===== config.mk =====
export PLATFORM = sky130hd
export DESIGN_NAME = fxp_vec_acc
export DESIGN_NICKNAME = d
export VERILOG_FILES = /design/src/rtl/fxp_vec_acc.sv
export SDC_FILE = /design/constraint.sdc
export NUM_CORES = 1
export LEC_CHECK = 0
export ABC_AREA = 1
export ABC_CLOCK_PERIOD_IN_PS = 3400
export BUFFER_PORTS_ARGS = -buffer_cell sky130_fd_sc_hd__buf_2
export CAP_MARGIN = 25
export CORE_AREA = 2 2 161 124
export CTS_CLUSTER_SIZE = 24
export DETAILED_ROUTE_END_ITERATION = 12
export DIE_AREA = 0 0 163 126
export PLACE_DENSITY_LB_ADDON = 0.25
export SKIP_LAST_GASP = 1
export SLEW_MARGIN = 20
export SYNTH_ARGS = -nofsm -noshare
export SYNTH_HDL_FRONTEND = slang
export SYNTH_SLANG_ARGS = --single-unit

===== constraint.sdc =====
create_clock -name clk_i -period 3.4 [get_ports clk_i]
set_clock_uncertainty 0.15 [all_clocks]
set_input_delay 0.34 -clock clk_i [delete_from_list [all_inputs] [get_ports clk_i]]
set_output_delay 0.34 -clock clk_i [all_outputs]
set_load 0.01 [all_outputs]

===== src/rtl/fxp_vec_acc.sv =====
// Streaming saturating accumulator for the softmax denominator.
// Sums LEN fixed-point products and holds the result until taken.
module fxp_vec_acc #(
  parameter int DATA_W = 32,
  parameter int FRAC_W = 16,
  parameter int CNT_W  = 10
) (
  input  logic              clk_i,
  input  logic              rst_i,
  input  logic              start_i,
  input  logic [CNT_W-1:0]  len_i,
  input  logic [DATA_W-1:0] data_i,
  input  logic              valid_i,
  output logic              ready_o,
  output logic [DATA_W-1:0] sum_o,
  output logic              sum_valid_o,
  input  logic              sum_ready_i,
  output logic              sat_o,
  output logic              busy_o
);

  // Input and sum share one Q format, so FRAC_W only has to be sane.
  if (FRAC_W >= DATA_W) begin : g_bad_frac
    $error("FRAC_W must be smaller than DATA_W");
  end

  typedef enum logic [1:0] {
    IDLE = 2'd0,
    ACC  = 2'd1,
    DONE = 2'd2
  } state_t;

  localparam logic [DATA_W-1:0] MAX_V = {1'b0, {(DATA_W-1){1'b1}}};
  localparam logic [DATA_W-1:0] MIN_V = {1'b1, {(DATA_W-1){1'b0}}};

  state_t             state;
  state_t             state_n;
  logic [DATA_W-1:0]  acc;
  logic [CNT_W-1:0]   cnt;
  logic [CNT_W-1:0]   len_q;
  logic               sat;
  logic               fire;
  logic               last;
  logic [DATA_W:0]    wide;
  logic               ovf;
  logic [DATA_W-1:0]  add_res;

  assign fire = valid_i && ready_o;
  assign last = (cnt == len_q - 1'b1);

  // Widened add; a sign mismatch in the top two bits means overflow.
  always_comb begin
    wide    = {acc[DATA_W-1], acc} + {data_i[DATA_W-1], data_i};
    ovf     = wide[DATA_W] ^ wide[DATA_W-1];
    add_res = wide[DATA_W-1:0];
    if (ovf) add_res = wide[DATA_W] ? MIN_V : MAX_V;
  end

  // State register.
  always_ff @(posedge clk_i) begin
    if (rst_i) state <= IDLE;
    else       state <= state_n;
  end

  // Next-state logic; start is only seen while idle.
  always_comb begin
    state_n = state;
    unique case (state)
      IDLE: begin
        if (start_i) state_n = (len_i == '0) ? DONE : ACC;
      end
      ACC: begin
        if (fire && last) state_n = DONE;
      end
      DONE: begin
        if (sum_ready_i) state_n = IDLE;
      end
      default: state_n = IDLE;
    endcase
  end

  // Handshake outputs decoded from state.
  always_comb begin
    ready_o     = (state == ACC);
    sum_valid_o = (state == DONE);
    busy_o      = (state != IDLE);
  end

  // Accumulator, element counter, latched length and sticky saturation.
  always_ff @(posedge clk_i) begin
    if (rst_i) begin
      acc   <= '0;
      cnt   <= '0;
      len_q <= '0;
      sat   <= 1'b0;
    end else if (state == IDLE && start_i) begin
      acc   <= '0;
      cnt   <= '0;
      len_q <= len_i;
      sat   <= 1'b0;
    end else if (fire) begin
      acc   <= add_res;
      cnt   <= cnt + 1'b1;
      sat   <= sat | ovf;
    end
  end

  assign sum_o = acc;
  assign sat_o = sat;

endmodule


==> reports/metrics.sh <==
CTS-ROOT-TO-SINK-BUFFERS=2
CTS_BUFFERS=5
CELL_PWR_DENSITY_nW_PER_UM2=409
PIN_COUNT=83
NUM_ROWS=44
SYNTH-SEQ-AREA-SHARE_PCT=23.5
DIE-AREA_UM2=20500
AREA_DELTA_SYNTH_FINAL_PCT=18.1
GRT_MAX_DEGREE=42
MAX-CAP-VIOLATIONS=0
SYNTHDISTINCTLIBCELLS=31
SLEW_HEADROOM_PCT=69.0
CRITPATHCAPTURETYPE='register'
POSTCTSSETUPREPAIRBUFS=0
RUN_STATUS='finished, final reports clean'
TYPE_OF_THE_SETUP_PATH_WITH_THE_LEAST_SLACK='register to register'
POST_SYNTH_INSTANCE_AREA_UM2=4680
CRIT_PATH_TOP_DELAY_CELL='sky130_fd_sc_hd__fa_1'
CP_MAX_FO=31
GRT_ANTENNA_BEFORE_REPAIR=0
DP_SLACK_NS=0.554
DRC=0
POST_ROUTE_CELLS_DRIVE_ABOVE_1_SHARE_PCT=12.8
SYNTH_NETS=869
VERTICAL_DIE_DIMENSION_UM=126
ROUTE.DETAILED.WL_PER_INST_UM=12.8
POWER.COMBINATIONAL.FRACTION_PCT=40.9
GLOBALROUTETOTALUTIL_PCT=14.1
FINAL-INSTANCE-COUNT-EXCL-FILL=1121
SYN_INST=787
SYNTH_EDF_COUNT=0
PLACE.PORT_BUFFERS=82
P_CLK_SHARE_PCT=25.7
POWER.SHARE.SWITCHING_PCT=40.6
TNS_NS=0
CTS_ROOT_BUF='sky130_fd_sc_hd__clkbuf_16'
PATH_CELLS='ha_1 -> inv_1 -> fa_1 -> inv_1 -> nand3_1 -> nand2_1 -> nand2_1 -> nand2_2 -> nand2_1 -> nand2_2 -> nand2_2 -> nand3_1 -> nand2_2 -> a21oi_2 -> buf_4 -> a21oi_1'
FINAL-MAX-SLEW-VIOLATION-COUNT=0
SYNTH_AREA_LEADERS='sky130_fd_sc_hd__dfxtp_1, sky130_fd_sc_hd__nand2_1, sky130_fd_sc_hd__ha_1, sky130_fd_sc_hd__a21oi_1, sky130_fd_sc_hd__inv_1'
CTS_RESIZED=0
NET_COUNT_REPORTED_AT_FINISH=949
FINAL-HOLD-VIOLATION-COUNT=0
FILLCELLCOUNT=2211
SYNTH-WARNING-COUNT=0
SYNTH_AREA_PER_CELL_UM2=5.94
CP_DATA_ARRIVAL_TIME_NS=2.78
NETLIST.TOP_CELL.BY_AREA='sky130_fd_sc_hd__dfxtp_1'
CTS_HTREE_LEVELS=2
INITIAL_STANDARD_CELL_UTILIZATION_OF_THE_CORE_PCT=24.6
DETAIL-ROUTE-ANTENNA-NETS=0
ROUTED_WIRELENGTH_MM=14.4
SYNTHARSTFLOPSHARE_PCT=0
MIN_CYCLE_TIME_LAYOUT_NS=2.76
POST-DP-HPWL_MM=11.6
STARTPOINT_TYPE='register'
OVERFLOW=0
POSTLAYOUTCOREUTIL_PCT=29.1
GP_CONGESTION=0.889
HOLD_BUFFERS=0
TIMING.CRITICAL_PATH.BUF_INV=3
SLOWEST_DELAY_NS=0.39
FIRST_GLOBAL_VIAS=4539
PERIOD_SHARE_PCT=81.1
TOTAL_LEAKAGE_POWER_nW=3.00
TRITONCTS='built'
POWER.SEQUENTIAL.FRACTION_PCT=33.4
CRITICAL-PATH-TOP-CELL-BY-COUNT='sky130_fd_sc_hd__nand2_2'
POST-ROUTE-WORST-SETUP-SLACK_NS=0.642
PLACED_INSTANCES=1113
CRITICAL_PATH.TOP_DELAY_FAMILY='simple AND/OR/NAND/NOR gates'
POSTSYNTHREGISTERBITS=55
DRT_ITER0_DRC=319
DETAIL_ROUTE.VIAS_PER_CELL=4.41
CP_DATA_REQUIRED_TIME_NS=3.42
CTS.SINK_COUNT=55
CELL_INTERNAL_PWR_mW=1.34
DETAIL_ROUTE.FIRST_PASS.ITERATIONS=5
ACHIEVABLE_CLOCK_FREQUENCY_GHz=0.363
FINISH.INSTANCE_AREA_UM2=5520
IR_DROP_V=0.000229
P_SW_mW=0.916
WIRE_LENGTH_OF_THE_FIRST_GLOBAL_ROUTING_PASS_MM=23.2
ACTUAL_SLEW_AT_THE_WORST_MAX_SLEW_PIN_NS=0.464
WORST_SETUP_HOLD_PATH_CLK_SLEW_NS=0.08
YS_DOMINANT_REG_CELL='sky130_fd_sc_hd__dfxtp_1'
N_ANTENNA_CELL=0
FLOORPLAN.DIE.WIDTH_UM=163
WORSTSKEWPAIRLATENCY_NS=0.31
SETUP_REPAIR_AFTER_GLOBAL_ROUTING_MISSED_ITS_MARGIN='no'
ROUTED-VIA-COUNT=4941
HOLD_PATH.CLASS='input port to register'
COREAREA_UM2=19000
SYNTH_TOP_CELL_AREA_SHARE_PCT=23.5
POSTPLACECELLAREA_UM2=5360
TOTAL_SETUP_VIOLATIONS_REPORTED_AT_THE_END_OF_THE_FLOW=0
==> cells in the final DEF, fill, tap and decap left out, types with 5 or more instances in the layout <==
master,instances
sky130_fd_sc_hd__o21ai_0,54
sky130_fd_sc_hd__buf_2,82
sky130_fd_sc_hd__xor2_1,21
sky130_fd_sc_hd__a21oi_1,82
sky130_fd_sc_hd__ha_1,34
sky130_fd_sc_hd__o21bai_1,8
sky130_fd_sc_hd__nand2_1,244
sky130_fd_sc_hd__dfxtp_1,55
sky130_fd_sc_hd__nand2_2,9
sky130_fd_sc_hd__nand3_1,40
sky130_fd_sc_hd__buf_4,6
sky130_fd_sc_hd__inv_1,109
sky130_fd_sc_hd__nor2_1,76
sky130_fd_sc_hd__nor3_1,12
sky130_fd_sc_hd__clkbuf_16,5
==> synth_stat cells (2+ instances only) <==
library cell / count
sky130_fd_sc_hd__nand2_1: 244
sky130_fd_sc_hd__inv_1: 109
sky130_fd_sc_hd__a21oi_1: 82
sky130_fd_sc_hd__nor2_1: 77
sky130_fd_sc_hd__dfxtp_1: 55
sky130_fd_sc_hd__o21ai_0: 54
sky130_fd_sc_hd__nand3_1: 40
sky130_fd_sc_hd__ha_1: 34
sky130_fd_sc_hd__xor2_1: 21
sky130_fd_sc_hd__nor3_1: 12
sky130_fd_sc_hd__clkbuf_1: 9
sky130_fd_sc_hd__nand2_2: 9
sky130_fd_sc_hd__o21bai_1: 8
sky130_fd_sc_hd__nand3b_1: 4
sky130_fd_sc_hd__xnor2_1: 4
sky130_fd_sc_hd__a21oi_2: 3
sky130_fd_sc_hd__buf_4: 3
sky130_fd_sc_hd__buf_6: 3
sky130_fd_sc_hd__nand4_1: 2
sky130_fd_sc_hd__nor4_1: 2
sky130_fd_sc_hd__o211ai_1: 2
==> cells by family after synthesis <==
logic type      Yosys count  synth area share (%)
buf+inv                 126                  10.8
flops                    55                  23.5
fa+ha+maj                35                  9.52
compound gates          153                  17.3
xor+xnor                 25                  4.68
simple gates            393                  34.1
==> area by class of cell <==
cell class,count,area (µm²),share of cell area [%]
clock inverters,1,7.51,0.136
multi-input cells,606,3070,55.6
clock buffers,7,153,2.76
repair buffers,88,455,8.25
flip-flops and latches,55,1100,19.9
inverters,111,417,7.54
well taps,253,317,5.73
==> path summary, 6_finish.rpt <==
path / start / to / slack, ns / depth (start not counted)
setup / recovery: sum_o[0]$_SDFFE_PP0P_ / sum_o[28]$_SDFFE_PP0P_ / 0.64 / 16
hold / removal: rst_i / state[1]$_SDFFE_PP0P_ / 0.12 / 2
setup reg to reg: sum_o[0]$_SDFFE_PP0P_ / sum_o[28]$_SDFFE_PP0P_ / 0.64 / 16
hold reg to reg: sat_o$_SDFFE_PP0P_ / sat_o$_SDFFE_PP0P_ / 0.30 / 2
==> stage by stage <==
stage	hold WS [ns]	total power, mW
detailed placement	0.292	1.69
floorplan	0.259	1.42
CTS	0.104	2.29
global placement	0.291	1.69
finish	0.119	2.26
global route	0.123	2.45
==> power groups by stage <==
stage | logic (mW) | registers, mW | clock network, mW
floorplan | 0.649 | 0.775 | 0
global placement | 0.924 | 0.770 | 0
detailed placement | 0.917 | 0.769 | 0
CTS | 0.924 | 0.754 | 0.607
global route | 1.06 | 0.764 | 0.633
finish | 0.923 | 0.754 | 0.579
==> routing by layer <==
layer	track usage (%)	share of wire [%]	vias to the layer above
met3	2.73	6.0	9
li1	-	-	2672
met4	2.97	0.87	0
met5	0	0	-
met2	19.1	36	107
met1	22.5	57	2153
==> flip-flops by register name (all words and copies together) (netlist names) <==
register / flops
cnt: 10
sat_o: 1
state: 2
sum_o: 32
len_q: 10
Note: power is estimated with default switching activity, not from simulation.
